--- config.mk ---
export PLATFORM = sky130hd
export DESIGN_NAME = lock_code_sender_flat
export DESIGN_NICKNAME = d
export VERILOG_FILES = /design/src/rtl/lock_code_sender_if.sv /design/src/rtl/lock_code_sender.sv /design/src/flat_wrapper.sv
export SDC_FILE = /design/constraint.sdc
export NUM_CORES = 1
export LEC_CHECK = 0
export BUFFER_PORTS_ARGS = -buffer_cell sky130_fd_sc_hd__buf_2
export CELL_PAD_IN_SITES_DETAIL_PLACEMENT = 0
export CELL_PAD_IN_SITES_GLOBAL_PLACEMENT = 1
export CORE_ASPECT_RATIO = 0.9
export CORE_MARGIN = 10
export CORE_UTILIZATION = 45
export DETAILED_ROUTE_END_ITERATION = 10
export GPL_TIMING_DRIVEN = 0
export PLACE_DENSITY_LB_ADDON = 0.1
export SLEW_MARGIN = 15
export SYNTH_ARGS = -nofsm -noshare
export SYNTH_HDL_FRONTEND = slang
export SYNTH_SLANG_ARGS = --single-unit
--- constraint.sdc ---
create_clock -name clk -period 2.9 [get_ports clk]
set_clock_uncertainty 0.2 [all_clocks]
set_input_delay 0.29 -clock clk [delete_from_list [all_inputs] [get_ports clk]]
set_output_delay 0.29 -clock clk [all_outputs]
set_load 0.1 [all_outputs]
--- src/rtl/lock_code_sender_if.sv ---
// Pattern-interface bundle between the controller side and the lock sender.
// Ports: start/abort/code and the lock LEDs feed the sender; pattern and status come back.
interface lock_code_sender_if;
  logic        start;
  logic        abort;
  logic [15:0] code;
  logic        green_led;
  logic        red_led;
  logic [3:0]  in_pattern;
  logic        busy;
  logic        done;
  logic        pass;
  logic        fail;
  logic [3:0]  attempts;

  modport master (
    output start, abort, code, green_led, red_led,
    input  in_pattern, busy, done, pass, fail, attempts
  );

  modport slave (
    input  start, abort, code, green_led, red_led,
    output in_pattern, busy, done, pass, fail, attempts
  );
endinterface

--- src/rtl/lock_code_sender.sv ---
// Plays a latched 4-nibble code into the FSM lock and retries on red/timeout.
// Ports: clk, rst (async high), bus (slave: start/abort/code/LEDs in, pattern/status out).
module lock_code_sender #(
  parameter logic [3:0] IDLE_PAT   = 4'b0000,
  parameter int         TIMEOUT    = 8,
  parameter int         GAP_CYCLES = 2,
  parameter int         MAX_TRIES  = 3
) (
  input  logic              clk,
  input  logic              rst,
  lock_code_sender_if.slave bus
);

  typedef enum logic [2:0] {
    S_IDLE, S_SEND, S_WAIT, S_GAP, S_FIN
  } state_t;

  localparam logic [7:0] TO_LAST  = 8'(TIMEOUT - 1);
  localparam logic [3:0] GAP_LAST = 4'(GAP_CYCLES - 1);
  localparam logic [3:0] MAX_T    = 4'(MAX_TRIES);

  state_t      state_q, state_d;
  logic [15:0] code_q, code_d;
  logic [1:0]  step_q, step_d;
  logic [7:0]  timer_q, timer_d;
  logic [3:0]  gap_q, gap_d;
  logic [3:0]  att_q, att_d;
  logic [3:0]  pat_q, pat_d;
  logic        busy_q, busy_d;
  logic        done_q, done_d;
  logic        pass_q, pass_d;
  logic        fail_q, fail_d;

  always_ff @(posedge clk or posedge rst) begin
    if (rst) begin
      state_q <= S_IDLE;
      code_q  <= '0;
      step_q  <= '0;
      timer_q <= '0;
      gap_q   <= '0;
      att_q   <= '0;
      pat_q   <= IDLE_PAT;
      busy_q  <= 1'b0;
      done_q  <= 1'b0;
      pass_q  <= 1'b0;
      fail_q  <= 1'b0;
    end else begin
      state_q <= state_d;
      code_q  <= code_d;
      step_q  <= step_d;
      timer_q <= timer_d;
      gap_q   <= gap_d;
      att_q   <= att_d;
      pat_q   <= pat_d;
      busy_q  <= busy_d;
      done_q  <= done_d;
      pass_q  <= pass_d;
      fail_q  <= fail_d;
    end
  end

  // Outputs are registered from the next state, so each
  // appears in the same cycle as the state it belongs to.
  always_comb begin
    state_d = state_q;
    code_d  = code_q;
    step_d  = step_q;
    timer_d = timer_q;
    gap_d   = gap_q;
    att_d   = att_q;
    pass_d  = 1'b0;
    fail_d  = 1'b0;

    unique case (state_q)
      S_IDLE: begin
        if (bus.start) begin
          code_d  = bus.code;
          att_d   = 4'd1;
          step_d  = 2'd0;
          state_d = S_SEND;
        end
      end
      S_SEND: begin
        if (bus.abort) begin
          state_d = S_FIN;
          fail_d  = 1'b1;
        end else begin
          step_d = step_q + 2'd1;
          if (step_q == 2'd3) begin
            state_d = S_WAIT;
            timer_d = 8'd0;
          end
        end
      end
      S_WAIT: begin
        if (bus.abort) begin
          state_d = S_FIN;
          fail_d  = 1'b1;
        end else if (bus.green_led) begin
          state_d = S_FIN;
          pass_d  = 1'b1;
        end else if (bus.red_led || timer_q == TO_LAST) begin
          if (att_q < MAX_T) begin
            state_d = S_GAP;
            gap_d   = 4'd0;
          end else begin
            state_d = S_FIN;
            fail_d  = 1'b1;
          end
        end else if (timer_q != 8'hFF) begin
          timer_d = timer_q + 8'd1;
        end
      end
      S_GAP: begin
        if (bus.abort) begin
          state_d = S_FIN;
          fail_d  = 1'b1;
        end else if (gap_q == GAP_LAST) begin
          att_d   = att_q + 4'd1;
          step_d  = 2'd0;
          state_d = S_SEND;
        end else if (gap_q != 4'hF) begin
          gap_d = gap_q + 4'd1;
        end
      end
      S_FIN: state_d = S_IDLE;
      default: state_d = S_IDLE;
    endcase

    done_d = (state_d == S_FIN);
    busy_d = (state_d == S_SEND) ||
             (state_d == S_WAIT) ||
             (state_d == S_GAP);
    pat_d  = (state_d == S_SEND) ?
             code_d[{step_d, 2'b00} +: 4] : IDLE_PAT;
  end

  assign bus.in_pattern = pat_q;
  assign bus.busy       = busy_q;
  assign bus.done       = done_q;
  assign bus.pass       = pass_q;
  assign bus.fail       = fail_q;
  assign bus.attempts   = att_q;

endmodule
--- src/flat_wrapper.sv ---
// flat-port wrapper written by rule: the top's interface ports become plain ports
module lock_code_sender_flat 
#(
  parameter logic [3:0] IDLE_PAT   = 4'b0000,
  parameter int         TIMEOUT    = 8,
  parameter int         GAP_CYCLES = 2,
  parameter int         MAX_TRIES  = 3
)
  (clk, rst, bus_start, bus_abort, bus_code, bus_green_led, bus_red_led, bus_in_pattern, bus_busy, bus_done, bus_pass, bus_fail, bus_attempts);
  lock_code_sender_if bus_i ();
  input  logic clk;
  input  logic rst;
  input wire logic [$bits(bus_i.start)-1:0] bus_start;
  input wire logic [$bits(bus_i.abort)-1:0] bus_abort;
  input wire logic [$bits(bus_i.code)-1:0] bus_code;
  input wire logic [$bits(bus_i.green_led)-1:0] bus_green_led;
  input wire logic [$bits(bus_i.red_led)-1:0] bus_red_led;
  output wire logic [$bits(bus_i.in_pattern)-1:0] bus_in_pattern;
  output wire logic [$bits(bus_i.busy)-1:0] bus_busy;
  output wire logic [$bits(bus_i.done)-1:0] bus_done;
  output wire logic [$bits(bus_i.pass)-1:0] bus_pass;
  output wire logic [$bits(bus_i.fail)-1:0] bus_fail;
  output wire logic [$bits(bus_i.attempts)-1:0] bus_attempts;
  assign bus_i.start = bus_start;
  assign bus_i.abort = bus_abort;
  assign bus_i.code = bus_code;
  assign bus_i.green_led = bus_green_led;
  assign bus_i.red_led = bus_red_led;
  assign bus_in_pattern = bus_i.in_pattern;
  assign bus_busy = bus_i.busy;
  assign bus_done = bus_i.done;
  assign bus_pass = bus_i.pass;
  assign bus_fail = bus_i.fail;
  assign bus_attempts = bus_i.attempts;
  lock_code_sender #(.IDLE_PAT(IDLE_PAT), .TIMEOUT(TIMEOUT), .GAP_CYCLES(GAP_CYCLES), .MAX_TRIES(MAX_TRIES)) u_core (.clk(clk), .rst(rst), .bus(bus_i));
endmodule
-- Yosys cells after proc, flatten, opt, wreduce, memory -nomap -nowiden
Cells that the tools add are included.
- bits in registers: 45
- bits of input ports: 22
- output and inout bits: 12
- logic and storage cells: 99
- $add $sub $neg: 4
- magnitude comparators: 1
- eq/ne operators: 25
- shift-type cells: 1
- mux-type cells: 46
- reduce and logical (&&, ||, !) cells: 11
- operators with widths (cell ; count):
    $mux 8 ; 6
    $mux 4 ; 11
    $mux 16 ; 2
    $mux 3 ; 9
    $pmux 4 s2 ; 2
    $pmux 8 s2 ; 1
    $shiftx 16x5->4 ; 1
    $ne 2x2->1 const B ; 7
    $eq 3x2->1 const B ; 4
    $ne 2x1->1 const B ; 6
    $pmux 3 s4 ; 1
    $add 4x1->4 const B ; 2
    $add 8x1->8 const B ; 1
    $eq 8x3->1 const B ; 1
    $mux 1 ; 8
    $mux 2 ; 4
    $ne 8x8->1 const B ; 1
    $reduce_and 8->1 ; 1
    $reduce_and 7->1 ; 1
    $eq 3x1->1 const B ; 2
    $pmux 2 s3 ; 1
    $reduce_bool 2->1 ; 3
    $eq 4x1->1 const B ; 1
    $lt 4x2->1 const B ; 1
    other kinds (9) ; 11

-- Depth between registers and ports, before layout
- depth after elaboration: 9
- depth in mapped cells: 8
- gate-level depth less buffers: 8

-- Worst setup path after synthesis
Ideal clock, no wire load.
- kind: register to register
- start point: reg u_core.att_q[0] (netlist: u_core.bus.attempts[0])
- end point: reg u_core.pat_q[1] (netlist: u_core.bus.in_pattern[1])
- library setup time: 0.101 ns
- arrival: 2.173 ns
- data required time: 2.599 ns
- path slack: 0.426 ns
- stages on the path, launching flop included: 7
- path buffers: 0
- clock period less this slack: 2.474 ns
- path through: dfrtp_1 ha_1 nor3_1 nand2_1 o32ai_2 o311ai_1 nor4_1
- word-level cells in the longest chain between the ends: 8
- RTL lines (element ; line ; text):
    start: declaration ; lock_code_sender.sv:27 ; logic [3:0] att_q, att_d;
    start signal: assignment ; lock_code_sender.sv:53 ; att_q <= att_d;
    $lt 4x2->1 ; lock_code_sender.sv:103 ; if (att_q < MAX_T) begin
    $mux 3 ; lock_code_sender.sv:103 ;
    $mux 3 ; lock_code_sender.sv:102 ; end else if (bus.red_led || timer_q == TO_LAST) begin
    $mux 3 ; lock_code_sender.sv:99 ; end else if (bus.green_led) begin
    $mux 3 ; lock_code_sender.sv:96 ; if (bus.abort) begin
    $pmux 3 s4 ; lock_code_sender.sv:74 ; unique case (state_q)
    via u_core.state_d[0] ; lock_code_sender.sv:22 ; state_t state_q, state_d;
    $eq 3x1->1 ; lock_code_sender.sv:134 ; pat_d = (state_d == S_SEND) ?
    $mux 4 ; lock_code_sender.sv:134 ;
    via u_core.pat_d[1] ; lock_code_sender.sv:28 ; logic [3:0] pat_q, pat_d;
    end signal: assignment ; lock_code_sender.sv:54 ; pat_q <= pat_d;
    end: declaration ; lock_code_sender.sv:28 ;
The timed path passes the listed nets, and every way through them passes these cells.
A chain may end at the register's enable or synchronous reset.

-- Worst setup path after layout
- start point: reg u_core.gap_q[1]
- end point: reg u_core.pat_q[3] (netlist: u_core.bus.in_pattern[3])
- word-level cells in the longest chain between the ends: 6
- elaborated cells between the ends (all ways): 10
- those cells by class: 2 x eq/ne; 1 x shift; 7 x mux
- RTL lines (element ; line ; text):
    start: declaration ; lock_code_sender.sv:26 ; logic [3:0] gap_q, gap_d;
    start signal: assignment ; lock_code_sender.sv:52 ; gap_q <= gap_d;
    $eq 4x1->1 ; lock_code_sender.sv:118 ; end else if (gap_q == GAP_LAST) begin
    $mux 2 ; lock_code_sender.sv:118 ;
    $mux 2 ; lock_code_sender.sv:115 ; if (bus.abort) begin
    $pmux 2 s3 ; lock_code_sender.sv:74 ;
    via u_core.step_d[0] ; lock_code_sender.sv:24 ; logic [1:0] step_q, step_d;
    $shiftx 16x5->4 ; lock_code_sender.sv:135 ; code_d[{step_d, 2'b00} +: 4] : IDLE_PAT;
    $mux 4 ; lock_code_sender.sv:134 ;
    via u_core.pat_d[3] ; lock_code_sender.sv:28 ;
The timed path passes the listed nets, and every way through them passes these cells.

==> results.cfg <==
[outcome]
status = complete, no violations

[clock_tree]
post_cts_buffers = 0
cts_buffers = 5
cts.path.max_buffers = 2
holdBufCountCts = 1
insertion_delay_ps = 300
h-tree-depth = 2
clkSinkCount = 45
clk_pin_slew_ps = 90
cts-root-buf = clkbuf_8
cts_tree = done
cts_resized = 0

[synth]
synth_compound_area_share_pct = 15.2
synth_flop_cell = dfrtp_1
synth_xor_area_share_pct = 0.718
yosysWarnings = 0
synth_seq_area_share_pct = 46.2
syn-cell-area_um2 = 2440
synth_fa_ha_area_share_pct = 2.57
yosys.area_share.simple_pct = 21.8
synth-seq-cells = 45
synthArstFlopShare_pct = 100
synth_fp_nets = 253
muxShareOfSynthArea_pct = 9.13
synth_cell_type_count = 52
syn_area_per_cell_um2 = 10.8
synth-edff-count = 0
synth_top_family_by_area = simple AND/OR/NAND/NOR gates
synth_cells = 226

[setup_path]
cp.required_ps = 2850
crit_family = simple AND/OR/NAND/NOR gates
r2r_setup_slack_ps = 370
crit_fanout = 9
crit_path_start_kind = flip-flop
r2r_cells = 8
crit_buf_inv = 2
critPathSlowestCell = nor3b_1
cp_common_cell = nor4_1
end_kind = flip-flop
path_class = flip-flop to flip-flop
crit_arrival_ps = 2480
cp_cell_sequence = inv_1, ha_1, nor3b_1, o22ai_4, nor2_4, clkinv_4, nor4_1, nor4_1
path_depth = 8
slowest_delay_ps = 620

[finish]
layout.cells.most_common = dfrtp_1
fin_nets = 295
multiInputGateArea_um2 = 1200
seqCellArea_um2 = 1130
fin_util_pct = 53.6
areaGrowthSynthToFinish_pct = 15.6
mostFrequentLayoutCells = 45 x dfrtp_1, 41 x buf_2, 16 x mux2_2, 15 x nor2_1, 15 x nor4_1
antenna_cells = 0
layout-drive-gt1-share_pct = 33.1
fillers = 502
final_area_um2 = 2820

[power_and_ir_drop]
worst_ir_drop_vdd_mv = 0.462
intPower_mw = 1.40
clkPwrFrac_pct = 18.2
p_comb_share_pct = 45.8
leakage_nw = 1.22
pwr-share-seq_pct = 36.0
p_total_mw = 2.37
power_density_nw_per_um2 = 842
power.switching_mw = 0.977
switching_share_pct = 41.1

[floorplan]
die_w_um = 97.6
core-area_um2 = 5260
die-area_um2 = 8770
io_pins = 34
die_h_um = 89.8
initial_core_util_pct = 46.4
rows = 25

[timing]
min_period_ps = 2530
rsz0062_at_grt = no
hold_viol_final = 0
fin_tns_setup_ps = 0
fmax_ghz = 0.395
worst_pin_slew_ps = 736
setup_viol = 0
finalCritPeriodShare_pct = 87.2
slew_headroom_pct = 50.8
maxSlewViolCount = 0

[global_route]
gr-usage-all-layers_pct = 13.1
antenna_found_initial = 0
grt_pass1_wl_mm = 9.71
first_global_vias = 1969
grt_max_degree = 26
gr-total-overflow = 0

[min_path]
hold_class = input pin to flip-flop
hold_depth = 2

[placement]
io_buffers = 33
post-dp-hpwl_mm = 4.04
dpl-instance-area_um2 = 2710
gpl.final_weighted_congestion = 0.804

[drt]
ant_nets = 0
drt_first_pass_iters = 4
vias = 1875
avgRoutedWirePerCell_um = 16.6
drc = 0
drt_iter0_drc = 71
routed_via_density = 5.58
finalWirelength_mm = 5.56

[flow_run]
cap_violations = 0
[synth_stat cells (2+ instances only)]
cell | n | area [um2]
a21o_1 | 3 | 22.5
a21oi_1 | 10 | 50.1
a31oi_1 | 2 | 12.5
buf_2 | 8 | 40.0
buf_6 | 2 | 22.5
clkbuf_1 | 2 | 7.51
dfrtp_1 | 45 | 1130
ha_1 | 5 | 62.6
inv_1 | 6 | 22.5
mux2_1 | 2 | 22.5
mux2_2 | 16 | 180
mux2i_1 | 2 | 20.0
nand2_1 | 9 | 33.8
nand2b_1 | 6 | 37.5
nand3_1 | 4 | 20.0
nand4_1 | 2 | 12.5
nor2_1 | 15 | 56.3
nor2b_1 | 2 | 12.5
nor3_1 | 11 | 55.1
nor3b_1 | 3 | 22.5
nor4_1 | 15 | 93.8
nor4b_2 | 2 | 30.0
o21ai_0 | 5 | 25.0
o21ba_2 | 5 | 50.1
o22a_1 | 4 | 35.0
o31ai_1 | 7 | 52.6
or2_2 | 4 | 25.0
or4_1 | 4 | 30.0
xnor2_1 | 2 | 17.5
[routing by layer]
layer | vias up | part of all wire [%] | track usage (%) | wire length, um
met2 | 34 | 44 | 18.8 | 2430
met1 | 903 | 52 | 18.1 | 2860
met3 | 6 | 3.7 | 3.60 | 206
met4 | 0 | 1.1 | 5.21 | 63
li1 | 932 | - | - | -
met5 | - | 0 | 0 | 0
[stage by stage]
| stage | hold slack (ps) | setup slack (ps) | cells |
|---|---|---|---|
| detailed placement | 141 | 397 | 327 |
| global route | 27.7 | 188 | 336 |
| finish | 37.1 | 370 | 336 |
| floorplan | 247 | 426 | 226 |
| global placement | 274 | 391 | 326 |
| CTS | 26.6 | 389 | 336 |
[cell type report]
class	count	area share (%)
plain buffers	13	2.75
multi-input cells	161	42.7
clock inverters	1	0.178
flip-flops and latches	45	39.9
well taps	67	2.97
inverters	7	1.11
clock buffers	7	3.42
repair buffers	35	6.92
[worst paths after layout]
check	startpoint	end
setup reg to reg	u_core.gap_q[1]	u_core.bus.in_pattern[3]
hold / removal	bus_code[11]	u_core.code_q[11]
hold reg to reg	u_core.code_q[10]	u_core.code_q[10]
min in group asynchronous	rst	u_core.state_q[0]
max in group asynchronous	rst	u_core.step_q[0]
setup / recovery	u_core.gap_q[1]	u_core.bus.in_pattern[3]
[power by group through the flow]
stage / logic, mW / registers (mW) / clock network (mW)
CTS: 1.09 / 0.854 / 0.442
global placement: 1.08 / 0.862 / 0
detailed placement: 1.09 / 0.867 / 0
global route: 1.18 / 0.875 / 0.475
floorplan: 0.617 / 1.11 / 0
finish: 1.09 / 0.855 / 0.432
[registers in the layout (all words and copies together) (netlist names)]
name and count:
u_core.bus.busy 1, u_core.bus.pass 1, u_core.timer_q 8, u_core.bus.done 1, u_core.code_q 16, u_core.bus.fail 1, u_core.state_q 3, u_core.gap_q 4
u_core.bus.in_pattern 4, u_core.step_q 2, u_core.bus.attempts 4
[cells by family after synthesis]
logic type | count (synthesis)
xor gates and xnor gates | 2
and+or+nand+nor | 88
adders and majority gates | 5
AOI/OAI and AO/OA | 46
muxes | 20
buffers and inverters | 20
DFF | 45
(Power assumes the default switching activity.)
